==> src/rtl/iter_shifter.sv <==
// Multi-cycle shifter: num << shamt built from repeated 5-bit (sl5) and 1-bit steps.
// Optional SHIFT_SRL_EN adds a dir port selecting a logical right shift.

module sl5 #(
    parameter int unsigned n = 32
) (
    input  logic [n-1:0] a,
    output logic [n-1:0] y
);
    assign y = a << 5;
endmodule

module iter_shifter #(
    parameter int unsigned n = 32
) (
    input  logic         clk,
    input  logic         reset,
    input  logic         start,
    input  logic [n-1:0] num,
    input  logic [4:0]   shamt,
`ifdef SHIFT_SRL_EN
    input  logic         dir,
`endif
    output logic         ready,
    output logic         busy,
    output logic         done,
    output logic [n-1:0] result
);
    typedef enum logic [1:0] {
        ST_IDLE  = 2'd0,
        ST_SHIFT = 2'd1,
        ST_DONE  = 2'd2
    } state_t;

    state_t       r_state, w_state_nxt;
    logic [n-1:0] r_acc, w_acc_nxt;
    logic [4:0]   r_cnt, w_cnt_nxt;
    logic [n-1:0] r_result;
    logic         r_ready, r_busy, r_done;
    logic [n-1:0] w_sl5, w_step5, w_step1;

    sl5 #(.n(n)) u_sl5 (
        .a (r_acc),
        .y (w_sl5)
    );

`ifdef SHIFT_SRL_EN
    logic r_dir_q, w_dir_nxt;

    assign w_step5 = r_dir_q ? (r_acc >> 5) : w_sl5;
    assign w_step1 = r_dir_q ? (r_acc >> 1) : (r_acc << 1);
`else
    assign w_step5 = w_sl5;
    assign w_step1 = r_acc << 1;
`endif

    // Next-state and datapath update
    always_comb begin
        w_state_nxt = r_state;
        w_acc_nxt   = r_acc;
        w_cnt_nxt   = r_cnt;
`ifdef SHIFT_SRL_EN
        w_dir_nxt   = r_dir_q;
`endif
        case (r_state)
            ST_IDLE, ST_DONE: begin
                if (start) begin
                    w_acc_nxt   = num;
                    w_cnt_nxt   = shamt;
`ifdef SHIFT_SRL_EN
                    w_dir_nxt   = dir;
`endif
                    w_state_nxt = (shamt != 5'd0) ? ST_SHIFT : ST_DONE;
                end else if (r_state == ST_DONE) begin
                    w_state_nxt = ST_IDLE;
                end
            end
            ST_SHIFT: begin
                if (r_cnt >= 5'd5) begin
                    w_acc_nxt = w_step5;
                    w_cnt_nxt = r_cnt - 5'd5;
                end else begin
                    w_acc_nxt = w_step1;
                    w_cnt_nxt = r_cnt - 5'd1;
                end
                if (w_cnt_nxt == 5'd0) begin
                    w_state_nxt = ST_DONE;
                end
            end
            default: w_state_nxt = ST_IDLE;
        endcase
    end

    // Status flags and result are registered from the next state
    always_ff @(posedge clk) begin
        if (reset) begin
            r_state  <= ST_IDLE;
            r_acc    <= '0;
            r_cnt    <= 5'd0;
            r_result <= '0;
            r_ready  <= 1'b1;
            r_busy   <= 1'b0;
            r_done   <= 1'b0;
`ifdef SHIFT_SRL_EN
            r_dir_q  <= 1'b0;
`endif
        end else begin
            r_state <= w_state_nxt;
            r_acc   <= w_acc_nxt;
            r_cnt   <= w_cnt_nxt;
            r_ready <= (w_state_nxt != ST_SHIFT);
            r_busy  <= (w_state_nxt == ST_SHIFT);
            r_done  <= (w_state_nxt == ST_DONE);
            if (w_state_nxt == ST_DONE) begin
                r_result <= w_acc_nxt;
            end
`ifdef SHIFT_SRL_EN
            r_dir_q <= w_dir_nxt;
`endif
        end
    end

    assign ready  = r_ready;
    assign busy   = r_busy;
    assign done   = r_done;
    assign result = r_result;
endmodule
==> config.mk <==
export PLATFORM = sky130hd
export DESIGN_NAME = iter_shifter
export DESIGN_NICKNAME = d
export VERILOG_FILES = /design/src/rtl/iter_shifter.sv
export SDC_FILE = /design/constraint.sdc
export NUM_CORES = 1
export LEC_CHECK = 0
export ABC_AREA = 1
export CAP_MARGIN = 10
export CORE_MARGIN = 4
export CORE_UTILIZATION = 52
export CTS_CLUSTER_DIAMETER = 150
export DETAILED_ROUTE_END_ITERATION = 12
export PLACE_DENSITY = 0.9
export SYNTH_ARGS = -nofsm -noshare
export SYNTH_HDL_FRONTEND = slang
export SYNTH_SLANG_ARGS = --single-unit
==> constraint.sdc <==
create_clock -name clk -period 2.6 [get_ports clk]
set_input_delay 0.52 -clock clk [delete_from_list [all_inputs] [get_ports clk]]
set_output_delay 0.52 -clock clk [all_outputs]
set_load 0.005 [all_outputs]
Yosys cells after proc, flatten, opt, wreduce, memory -nomap -nowiden --
Index checks and enable logic that the tools add are counted. Widths: inputs -> output; s select.
Word-level totals: word-level logic and storage cells 34, output and inout port bits 35, register bits after elaboration 74, input bits 40
Operators by class: order comparisons 1, mux-type cells 12, add/subtract/negate cells 2, reductions and logical operators 6, eq/ne operators 6
Operator list (number):
- $mux 32 | 2
- $pmux 32 s2 | 1
- $mux 5 | 3
- $pmux 5 s2 | 1
- $mux 2 | 4
- $ge 5x3->1 const B | 1
- $logic_not 5->1 | 1
- $reduce_bool 5->1 | 1
- $sub 5x1->5 const B | 1
- $sub 5x3->5 const B | 1
- $eq 2x1->1 const B | 2
- $eq 2x2->1 const B | 2
- $pmux 2 s2 | 1
- $logic_not 2->1 | 1
- $ne 2x1->1 const B | 1
- $ne 2x2->1 const B | 1
- $reduce_and 2->1 | 1
- $reduce_bool 2->1 | 1
- $reduce_or 2->1 | 1

Depth between registers and ports, before layout --
depth in word-level cells 7, depth in mapped cells 16, gate-level depth less buffers 15

Modules after synthesis --
A second synthesis with hierarchy kept.
Second synthesis, totals: cell total of the unflattened synthesis 632, area, all modules 4007.6 um2
By module, submodules not included:
- iter_shifter | cells an instance 599, seq. area each 1481.4 um2, area each 3763.6 um2, times used 1
- sl5 | cells an instance 33, seq. area each 0.0 um2, area each 244.0 um2, times used 1

Least setup slack after synthesis --
Ideal clock, no wire load.
path kind register to register, start register r_cnt[1], end register r_result[11] (netlist: result[11]), path slack 784 ps, clock period less this slack 1816 ps, path buffers 1, arrival time 1703 ps, setup time 113 ps, required time 2487 ps, stages on the path, launching flop included 16, cells stage by stage dfxtp_1 -> inv_1 -> ha_1 -> nand3_2 -> nand2_1 -> inv_2 -> nand2_2 -> nand2_2 -> nand2_2 -> nor2_4 -> nand3_1 -> nand2_2 -> nand2_1 -> buf_4 -> nor2_1 -> nor2_1
Between the ends: word-level cells in the longest chain between the ends 7, elaborated cells on any way between the ends 11, classes of those cells add/sub (2); order compare (1); eq/ne (1); mux (6); reduce/logical (1)
RTL lines:
- start, declared | line 37 | logic [4:0] r_cnt, w_cnt_nxt;
- start signal, assigned | line 110 | r_cnt <= w_cnt_nxt;
- $sub 5x1->5 (tied with other cells) | line 84 | w_cnt_nxt = r_cnt - 5'd1;
- $mux 5 | line 79 | if (r_cnt >= 5'd5) begin
- $mux 5 | line 65 | case (r_state)
- $logic_not 5->1 | line 86 | if (w_cnt_nxt == 5'd0) begin
- $mux 2 | line 86
- $pmux 2 s2 | line 65
- $eq 2x2->1 | line 114 | if (w_state_nxt == ST_DONE) begin
- end signal, assigned | line 115 | r_result <= w_acc_nxt;
- end, declared | line 38 | logic [n-1:0] r_result;
Several ways; a longest one is shown, not always the timed one. The select of a mux whose other input is x is not followed. A chain may end at the register's enable or synchronous reset.

Final worst setup path --
start register r_cnt[0], end register r_result[2] (netlist: result[2])
Same word-level chain as after synthesis.

==> impl_metrics.tcl <==
set metrics [dict create \
    status "complete, no violations" \
    hold_end "result[18]$_SDFFE_PP0N_" \
    start_util_pct 54.5 \
    clock_sinks 74 \
    die_w_um 93.3 \
    sw_frac_of_total_pct 29.7 \
    post_cts_resized 0 \
    grt_use_total_pct 25.0 \
    p_leak_nw 2.40 \
    async_flop_share_pct 0 \
    drtIter0Drc 276 \
    min_path_type "reg2reg" \
    finalSetupViolCount 0 \
    critPathLaunch "r_cnt[0]$_SDFFE_PP0P_" \
    synth_top_family_by_area "simple AND/OR/NAND/NOR gates" \
    die_h_um 93.3 \
    remaining_drc_errors 0 \
    pwr-share-seq_pct 39.6 \
    grt_pass1_vias 3754 \
    synth_edf_count 0 \
    hold_path_depth 2 \
    clock.fmax_mhz 437 \
    worstSetupPathType "reg2reg" \
    firstDrtPassIters 5 \
    cp.arrival_ps 2570 \
    yosys_warnings 0 \
    synth.avg_cell_area_um2 6.47 \
    core_area_mm2 0.00694 \
    p_clk_share_pct 37.0 \
    synth-main-ff-cell "dfxtp_1" \
    combPwrFrac_pct 23.4 \
    syn2layout_area_growth_pct 28.9 \
    nets 695 \
    syn_nets 627 \
    drtAntennaViolNets 0 \
    drive_gt1_share_pct 9.73 \
    grt_overflow 0 \
    clockBufferDepth 2 \
    via_count 3928 \
    cts_buffers 9 \
    worst_r2r_endpoint "result[2]$_SDFFE_PP0N_" \
    ys_ff_latch 74 \
    portBuffers 74 \
    synthMuxAreaShare_pct 0 \
    h-tree-depth 3 \
    synthDistinctLibCells 28 \
    powerDensity_mw_per_mm2 667 \
    die_area_mm2 0.00870 \
    cp_slowest_cell "dfxtp_1" \
    startpoint_type "flop" \
    fp-row-count 30 \
    postCtsSetupRepairBufs 0 \
    synth_area_leader_cell "dfxtp_1" \
    min_period_ps 2290 \
    fin_tns_setup_ps 0 \
    rsz0062_at_grt "false" \
    maxCapViolCount 0 \
    ir_drop_v 0.000370 \
    yosys-top-cells-count "146 x nand2_1, 93 x nor2_1, 76 x inv_1" \
    grt_start_max_net_pins 39 \
    clockRootBuffer "clkbuf_8" \
    routabilityCongestion 0.857 \
    synthSimpleGateAreaFrac_pct 34.2 \
    power.total_w 0.00325 \
    tritoncts "done" \
    cp-end-kind "flop" \
    seq_area_frac_synth_pct 39.2 \
    postCtsHoldBufs 0 \
    crit_chain "inv_1 -> ha_1 -> inv_1 -> nor2_1 -> nor2_1 -> inv_1 -> nand2_1 -> nand2_2 -> nor2_4 -> nand4_2 -> buf_4 -> nand3_1 -> nand2_1 -> nor2_1" \
    ios 75 \
    clk_latency_ps 350 \
    finalHoldViolations 0 \
    power_switching_w 0.000966 \
    synthXorXnorAreaFrac_pct 0 \
    r2r-start "r_cnt[0]$_SDFFE_PP0P_" \
    drt-total-wl_um 10400 \
    critPathMaxFanout 12 \
    yosys.area_share.adder_pct 0.661 \
    netlist_area_mm2 0.00378 \
    skew_ps 8.62 \
    cp.required_ps 2880 \
    via_per_inst 5.21 \
    finalCritPeriodShare_pct 88.1 \
    slew_headroom_pct 70.6 \
    synth_compound_area_share_pct 13.7 \
    n_antenna_cell 0 \
    synth_cells 585 \
    synth_most_common_cell "nand2_1" \
    min_from "result[18]$_SDFFE_PP0N_" \
    reg2reg_slack_ps 310 \
    antenna_found_initial 0 \
    grt_pass1_wl_um 17400 \
    worst_r2r_path_depth 14 \
    wl_per_cell_um 13.8 \
    worst_pin_slew_ps 439 \
    synth_top_area_share_pct 39.2 \
    intPower_w 0.00229 \
    path_clk_slew_ps 70 \
    slew_viol_final 0 \
    hpwl_um 7030 \
    max_stage_delay_ps 460 \
    synthTopCellsByArea "dfxtp_1 39%, nand2_1 14%, nor2_1 9.2%, inv_1 7.5%, o21ai_0 4.6%" \
]
[state kept, by name, summed over array words and instances, names as in the netlist]
register  count
result       32
ready         1
busy          1
r_state       2
r_acc        32
done          1
r_cnt         5
[power by group through the flow]
| stage | Clock, W | Combinational (W) | Sequential (W) |
|---|---|---|---|
| 2_1_floorplan | 0 | 0.000511 | 0.00130 |
| 3_3_place_gp | 0 | 0.000724 | 0.00131 |
| 3_5_place_dp | 0 | 0.000748 | 0.00131 |
| 4_1_cts | 0.00121 | 0.000758 | 0.00129 |
| 5_1_grt | 0.00127 | 0.000857 | 0.00130 |
| 6_report | 0.00120 | 0.000762 | 0.00129 |
[cells in the final DEF, fill, tap and decap left out, drive strengths merged]
cell type / count
a21o: 3
a21oi: 32
a221oi: 2
a31o: 4
a31oi: 1
buf: 14
bufinv: 4
clkbuf: 11
clkdlybuf4s50: 74
clkinv: 3
dfxtp: 74
ha: 2
inv: 82
nand2: 152
nand3: 43
nand4: 1
nor2: 100
nor3: 4
o211ai: 1
o21ai: 35
o22ai: 15
or2: 1
[metrics by stage]
stage / std cells / instance area [µm²] / setup WS (ps) / hold WS (ps) / utilization [%]
2_1_floorplan: 585 / 3780 / 784 / 480 / -
3_3_place_gp: 738 / 4610 / 428 / 500 / 66.4
3_5_place_dp: 738 / 4610 / 347 / 504 / 66.4
4_1_cts: 754 / 4880 / 334 / 514 / 70.2
5_1_grt: 754 / 4880 / 121 / 540 / 70.2
6_report: 754 / 4880 / 309 / 518 / 70.2
[logic make-up after synthesis]
group                    Yosys count
adder cells (fa/ha/maj)            2
flip-flops                        74
AO/OA/AOI/OAI                     93
buffers and inverters            115
AND/OR/NAND/NOR                  301
[worst max-delay path, delay by kind of cell, from the launching register on]
family,cells,cell delay [ps]
fa+ha+maj,1,200
buf+inv,4,550
flops,1,460
simple gates,9,1010
[cell type report]
class / count / area, µm²
clock buffers: 11 / 141
clock inverters: 5 / 125
inverters: 84 / 315
repair buffers: 88 / 858
flip-flops and latches: 74 / 1480
multi-input cells: 396 / 1840
fillers: 557 / 2070
well taps: 96 / 120
[routing by layer]
| metal | vias to the layer above | part of all wire, % | global-route usage [%] |
|---|---|---|---|
| met2 | 167 | 48 | 40.3 |
| met4 | 0 | 2.6 | 12.0 |
| li1 | 1963 | - | - |
| met3 | 31 | 6.4 | 4.75 |
| met1 | 1767 | 43 | 31.9 |
| met5 | - | 0 | 0 |
[worst max-delay path by stage]
stage | end | slack [ps] | cells after the start
floorplan | result[11]$_SDFFE_PP0N_ | 780 | 15
global placement | result[21]$_SDFFE_PP0N_ | 430 | 10
detailed placement | result[2]$_SDFFE_PP0N_ | 350 | 14
CTS | result[2]$_SDFFE_PP0N_ | 330 | 14
global route | result[8]$_SDFFE_PP0N_ | 120 | 14
finish | result[2]$_SDFFE_PP0N_ | 310 | 14
(Power assumes the default switching activity.)
